--- src/rtl/shift_exec_if.sv ---
// Issue/writeback handshake bundle for the shift execute stage.
// master drives operations and accepts results; slave is the stage.
interface shift_exec_if;
    logic        in_valid;
    logic        in_ready;
    logic [1:0]  in_op;
    logic [15:0] in_data;
    logic [3:0]  in_amt;
    logic [3:0]  in_tag;
    logic        out_valid;
    logic        out_ready;
    logic [15:0] out_data;
    logic [3:0]  out_tag;
    logic        out_z;
    logic        out_n;
    logic        out_err;

    modport master (
        output in_valid, in_op, in_data, in_amt, in_tag, out_ready,
        input  in_ready, out_valid, out_data, out_tag, out_z, out_n, out_err
    );

    modport slave (
        input  in_valid, in_op, in_data, in_amt, in_tag, out_ready,
        output in_ready, out_valid, out_data, out_tag, out_z, out_n, out_err
    );
endinterface

--- src/rtl/shift_exec.sv ---
// Registered SLL/SRA execute stage around one shared 16-bit shifter.
// Define ROR_EN to add the two-pass rotate (op 10) via PASS2 state.
module shift_exec (
    input  logic         clk,
    input  logic         rst_n,
    shift_exec_if.slave  bus
);
    logic        r_out_valid;
    logic [15:0] r_out_data;
    logic [3:0]  r_out_tag;
    logic        r_out_z;
    logic        r_out_n;
    logic        r_out_err;

`ifdef ROR_EN
    typedef enum logic {IDLE, PASS2} state_t;
    state_t      r_state;
    logic [15:0] r_data;
    logic [15:0] r_part;
    logic [3:0]  r_amt;
    logic [3:0]  r_tag;
    logic        w_go_p2;
`endif

    logic        w_out_free;
    logic        w_in_ready;
    logic        w_accept;
    logic [15:0] w_sh_in;
    logic [3:0]  w_sh_amt;
    logic        w_sh_left;
    logic [15:0] w_sh_out;
    logic        w_ld;
    logic [15:0] w_ld_data;
    logic [3:0]  w_ld_tag;
    logic        w_ld_err;

    assign w_out_free = !r_out_valid | bus.out_ready;
`ifdef ROR_EN
    assign w_in_ready = rst_n & (r_state == IDLE) & w_out_free;
`else
    assign w_in_ready = rst_n & w_out_free;
`endif
    assign w_accept = bus.in_valid & w_in_ready;

    // The one shifter: left logical or right arithmetic
    assign w_sh_out = w_sh_left ? (w_sh_in << w_sh_amt)
                                : 16'($signed(w_sh_in) >>> w_sh_amt);

    always_comb begin
        w_sh_in   = bus.in_data;
        w_sh_amt  = bus.in_amt;
        w_sh_left = 1'b1;
`ifdef ROR_EN
        if (r_state == PASS2) begin
            w_sh_in   = r_data;
            w_sh_amt  = r_amt;
            w_sh_left = 1'b0;
        end else
`endif
        if (bus.in_op == 2'b01) begin
            w_sh_left = 1'b0;
        end else if (bus.in_op == 2'b10) begin
            w_sh_amt = 4'd0 - bus.in_amt;
        end
    end

    always_comb begin
        w_ld      = 1'b0;
        w_ld_data = w_sh_out;
        w_ld_tag  = bus.in_tag;
        w_ld_err  = 1'b0;
`ifdef ROR_EN
        w_go_p2   = 1'b0;
        if (r_state == PASS2) begin
            // Arithmetic shift with sign bits masked off == logical shift
            w_ld      = w_out_free;
            w_ld_data = (w_sh_out & (16'hFFFF >> r_amt)) | r_part;
            w_ld_tag  = r_tag;
        end else
`endif
        if (w_accept) begin
            unique case (bus.in_op)
                2'b00: w_ld = 1'b1;
                2'b01: w_ld = 1'b1;
`ifdef ROR_EN
                2'b10: w_go_p2 = 1'b1;
`endif
                default: begin
                    w_ld      = 1'b1;
                    w_ld_data = bus.in_data;
                    w_ld_err  = 1'b1;
                end
            endcase
        end
    end

    always_ff @(posedge clk) begin
        if (!rst_n) begin
            r_out_valid <= 1'b0;
            r_out_data  <= '0;
            r_out_tag   <= '0;
            r_out_z     <= 1'b0;
            r_out_n     <= 1'b0;
            r_out_err   <= 1'b0;
`ifdef ROR_EN
            r_state     <= IDLE;
            r_data      <= '0;
            r_part      <= '0;
            r_amt       <= '0;
            r_tag       <= '0;
`endif
        end else begin
            if (w_ld) begin
                r_out_valid <= 1'b1;
                r_out_data  <= w_ld_data;
                r_out_tag   <= w_ld_tag;
                r_out_z     <= (w_ld_data == 16'd0);
                r_out_n     <= w_ld_data[15];
                r_out_err   <= w_ld_err;
            end else if (bus.out_ready) begin
                r_out_valid <= 1'b0;
            end
`ifdef ROR_EN
            if (w_accept) begin
                r_data <= bus.in_data;
                r_amt  <= bus.in_amt;
                r_tag  <= bus.in_tag;
            end
            if (w_go_p2) begin
                r_part  <= (bus.in_amt == 4'd0) ? 16'd0 : w_sh_out;
                r_state <= PASS2;
            end else if (r_state == PASS2 && w_out_free) begin
                r_state <= IDLE;
            end
`endif
        end
    end

    assign bus.in_ready  = w_in_ready;
    assign bus.out_valid = r_out_valid;
    assign bus.out_data  = r_out_data;
    assign bus.out_tag   = r_out_tag;
    assign bus.out_z     = r_out_z;
    assign bus.out_n     = r_out_n;
    assign bus.out_err   = r_out_err;
endmodule
--- src/flat_wrapper.sv ---
// flat-port wrapper written by rule: the top's interface ports become plain ports
module shift_exec_flat 
  (clk, rst_n, bus_in_valid, bus_in_op, bus_in_data, bus_in_amt, bus_in_tag, bus_out_ready, bus_in_ready, bus_out_valid, bus_out_data, bus_out_tag, bus_out_z, bus_out_n, bus_out_err);
  shift_exec_if bus_i ();
  input  logic clk;
  input  logic rst_n;
  input wire logic [$bits(bus_i.in_valid)-1:0] bus_in_valid;
  input wire logic [$bits(bus_i.in_op)-1:0] bus_in_op;
  input wire logic [$bits(bus_i.in_data)-1:0] bus_in_data;
  input wire logic [$bits(bus_i.in_amt)-1:0] bus_in_amt;
  input wire logic [$bits(bus_i.in_tag)-1:0] bus_in_tag;
  input wire logic [$bits(bus_i.out_ready)-1:0] bus_out_ready;
  output wire logic [$bits(bus_i.in_ready)-1:0] bus_in_ready;
  output wire logic [$bits(bus_i.out_valid)-1:0] bus_out_valid;
  output wire logic [$bits(bus_i.out_data)-1:0] bus_out_data;
  output wire logic [$bits(bus_i.out_tag)-1:0] bus_out_tag;
  output wire logic [$bits(bus_i.out_z)-1:0] bus_out_z;
  output wire logic [$bits(bus_i.out_n)-1:0] bus_out_n;
  output wire logic [$bits(bus_i.out_err)-1:0] bus_out_err;
  assign bus_i.in_valid = bus_in_valid;
  assign bus_i.in_op = bus_in_op;
  assign bus_i.in_data = bus_in_data;
  assign bus_i.in_amt = bus_in_amt;
  assign bus_i.in_tag = bus_in_tag;
  assign bus_i.out_ready = bus_out_ready;
  assign bus_in_ready = bus_i.in_ready;
  assign bus_out_valid = bus_i.out_valid;
  assign bus_out_data = bus_i.out_data;
  assign bus_out_tag = bus_i.out_tag;
  assign bus_out_z = bus_i.out_z;
  assign bus_out_n = bus_i.out_n;
  assign bus_out_err = bus_i.out_err;
  shift_exec u_core (.clk(clk), .rst_n(rst_n), .bus(bus_i));
endmodule
--- config.mk ---
export PLATFORM = sky130hd
export DESIGN_NAME = shift_exec_flat
export DESIGN_NICKNAME = d
export VERILOG_FILES = /design/src/rtl/shift_exec_if.sv /design/src/rtl/shift_exec.sv /design/src/flat_wrapper.sv
export SDC_FILE = /design/constraint.sdc
export NUM_CORES = 1
export LEC_CHECK = 0
export CAP_MARGIN = 20
export CELL_PAD_IN_SITES_DETAIL_PLACEMENT = 0
export CELL_PAD_IN_SITES_GLOBAL_PLACEMENT = 1
export CORE_ASPECT_RATIO = 1.5
export CORE_UTILIZATION = 42
export DETAILED_ROUTE_END_ITERATION = 8
export GPL_TIMING_DRIVEN = 0
export HOLD_SLACK_MARGIN = 0.12
export PLACE_DENSITY_LB_ADDON = 0.1
export SYNTH_ARGS = -nofsm -noshare
export SYNTH_HDL_FRONTEND = slang
export SYNTH_SLANG_ARGS = --single-unit
--- constraint.sdc ---
create_clock -name clk -period 5.1 [get_ports clk]
set_input_delay 0.51 -clock clk [delete_from_list [all_inputs] [get_ports clk]]
set_output_delay 0.51 -clock clk [all_outputs]
set_load 0.03 [all_outputs]
==> reports/metrics.cfg <==
[placed_design]
dp_slack_ns=0.808
dp_cells=484
gp_congestion=0.981
hpwl_um=8330
port_buffers=47
post_dp_cell_area_mm2=0.00339

[sta]
max_slew_margin=0.458
fin_setup_tns_ns=0
finalSetupViolCount=0
fmax_mhz=245
fin_hold_ws_ns=0.456
rsz0062_at_grt=no
fin_crit_sh=0.799
finClkSkew_ns=0.00345
hold_violations=0
final_max_slew_viol_count=0
layout_min_cycle_time_ns=4.07
setup_slack_ns=1.03
max_slew.worst_pin.slew_ns=0.810

[synth]
synth-async-reset-ratio=0
syn_area_per_cell_um2=7.84
synthCells=360
synthesis.area_mm2=0.00282
synthFlopType=dfxtp_1
synth.distinct_cells=55
yosysWarnings=0
synth-edff-count=0
ys_ff_latch=23
synthesis.nets=391
synth_seq_area_share=0.163

[floorplan]
core_area_mm2=0.00649
die_area_mm2=0.00706
initial_utilization=0.435
dieHeight_um=102
num_rows=36
top_level_ports=55
die_w_um=69.0

[final_layout]
antenna_cells=0
stdcell_count=488
drive_above_1_share=0.126
area_delta_synth_final_pct=21.8
final_area_mm2=0.00344
num-nets-final=444

[routing]
ant_nets=0
wire_per_inst_um=21.9
drt-vias-per-instance=6.68
drt_iter0_markers=191
drc=0
vias=3262
drt_wl_total_um=10700
firstDrtPassIters=5

[clock_network]
numCtsBuffers=3
cts.htree.levels=1
hold_buffers=0
cts_tree=built
clk_pin_slew_worst_paths_ns=0.07
post_cts_buffers=0
clock_path_buffers=2
clk_latency_ns=0.26
cts_sinks=23
cts_root_buf=clkbuf_8
post_cts_resized=0

[global_route]
grt_max_degree=13
grt_pass1_vias=2969
antenna_found_initial=0
grt_pass1_wl_um=16600
gr-total-overflow=0
track_usage=0.327

[status]
status=finished, final reports clean

[worst_setup_path]
path_cells=buf_4, buf_6, inv_2, buf_2, ha_1, and3b_1, a21oi_2, buf_2, nor2_1, a211oi_1, a211oi_1, nor3_1, a31oi_1, o31a_1, nor3_2
slowest_delay_ns=0.43
critPathBufInv=5
cp_max_fo=10
crit_type=input pin to flop
slowest_stage=a211oi_1
critPathArrivalTime_ns=4.27
cp.required_ns=5.29
end_kind=flop
worst_setup_path_start_kind=input pin
cp_top_family=compound AO/OA/AOI/OAI gates

[pwr]
powerDensity_mw_per_mm2=201
p_leak_nw=1.23
irDropWorstVdd_mv=0.0714

[job]
maxCapViolCount=0

[worst_hold_path]
min_path_type=flop to flop

## metrics by stage
step | power, mW | util
2_1_floorplan | 0.452 | -
3_3_place_gp | 0.579 | 0.523
5_1_grt | 0.731 | 0.530
6_report | 0.692 | 0.530
3_5_place_dp | 0.580 | 0.523
4_1_cts | 0.688 | 0.530
## cell usage in the layout, fill, tap and decap left out, types with 3 or more instances in the layout
cell type	instances
nand3_1	33
inv_1	6
o211ai_1	7
buf_4	3
a41oi_1	3
nor2_1	32
a31oi_1	10
a211oi_1	13
dfxtp_1	23
a21oi_1	24
clkdlybuf4s50_1	47
buf_1	5
nor3_1	18
o21ai_0	8
nand2_1	32
buf_6	3
mux2i_1	19
o21ai_1	16
clkbuf_1	23
buf_2	8
or3_1	4
clkbuf_8	3
mux4_2	25
and3_1	5
## cell families after synthesis
logic type | share of synthesized area
AND/OR/NAND/NOR | 0.240
AO/OA/AOI/OAI | 0.236
buffers and inverters | 0.0775
multiplexers | 0.267
flip-flops | 0.163
XOR/XNOR | 0.0120
adder cells (fa/ha/maj) | 0.00443
## layout make-up
| class | count | area (um2) |
|---|---|---|
| Clock buffer | 4 | 45.0 |
| Sequential cell | 23 | 460 |
| Fill cell | 679 | 3050 |
| Inverter | 7 | 26.3 |
| Timing Repair Buffer | 48 | 475 |
| Tap cell | 76 | 95.1 |
| Buffer | 40 | 193 |
| Multi-Input combinational cell | 290 | 2140 |
## cell usage after synthesis, types with 2 or more instances
| master | number | share of area |
|---|---|---|
| and2_1 | 2 | 0.0044 |
| o22ai_1 | 2 | 0.0044 |
| a22oi_1 | 2 | 0.0053 |
| nand3_1 | 33 | 0.058 |
| nor4b_1 | 2 | 0.0062 |
| o221ai_1 | 2 | 0.0062 |
| mux4_2 | 25 | 0.20 |
| mux2i_1 | 19 | 0.067 |
| a211oi_1 | 13 | 0.035 |
| o21ai_0 | 8 | 0.014 |
| or3_1 | 4 | 0.0089 |
| clkbuf_1 | 22 | 0.029 |
| nand2_1 | 32 | 0.043 |
| nor2_1 | 32 | 0.043 |
| o211ai_1 | 7 | 0.019 |
| nor3_2 | 2 | 0.0071 |
| inv_1 | 6 | 0.0080 |
| buf_2 | 7 | 0.012 |
| a21oi_1 | 24 | 0.043 |
| o21ai_1 | 16 | 0.028 |
| dfxtp_1 | 23 | 0.16 |
| a31oi_1 | 10 | 0.022 |
| a2111oi_0 | 2 | 0.0062 |
| buf_1 | 5 | 0.0066 |
| nand2b_1 | 2 | 0.0044 |
| buf_6 | 3 | 0.012 |
| buf_4 | 3 | 0.0080 |
| a41oi_1 | 3 | 0.0093 |
| a32oi_1 | 2 | 0.0062 |
| and3_1 | 5 | 0.011 |
| nor3_1 | 18 | 0.032 |
## path summary, 6_finish.rpt
path,depth (start not counted),slack [ns],start,endpoint
hold / removal,2,0.46,u_core.bus.out_tag[2],u_core.bus.out_tag[2]
setup reg to reg,9,3.07,u_core.bus.out_valid,u_core.bus.out_z
hold reg to reg,2,0.46,u_core.bus.out_tag[2],u_core.bus.out_tag[2]
setup / recovery,15,1.03,bus_in_amt[0],u_core.bus.out_z
## metal layers
metal	routed length [um]	GRT usage	share of wire
met5	0	0	0
met3	782	0.0223	0.073
met4	691	0.226	0.065
met1	3840	0.392	0.36
met2	5390	0.538	0.50
## power by group
group | internal [mW] | switching [mW]
combinational | 0.153 | 0.230
sequential | 0.194 | 0.00656
clock | 0.0556 | 0.0524
total | 0.403 | 0.289
## registers in the layout, summed over array words and instances, names as in the netlist
name,count
u_core.bus.out_valid,1
u_core.bus.out_n,1
u_core.bus.out_err,1
u_core.bus.out_z,1
u_core.bus.out_data,15
u_core.bus.out_tag,4
## worst register-to-register path, delay by kind of cell (launching register included)
kind | cells | cell delay (ns)
compound gates | 3 | 0.98
flops | 1 | 0.33
simple gates | 6 | 0.67
Power figures use the tool's default switching activity.
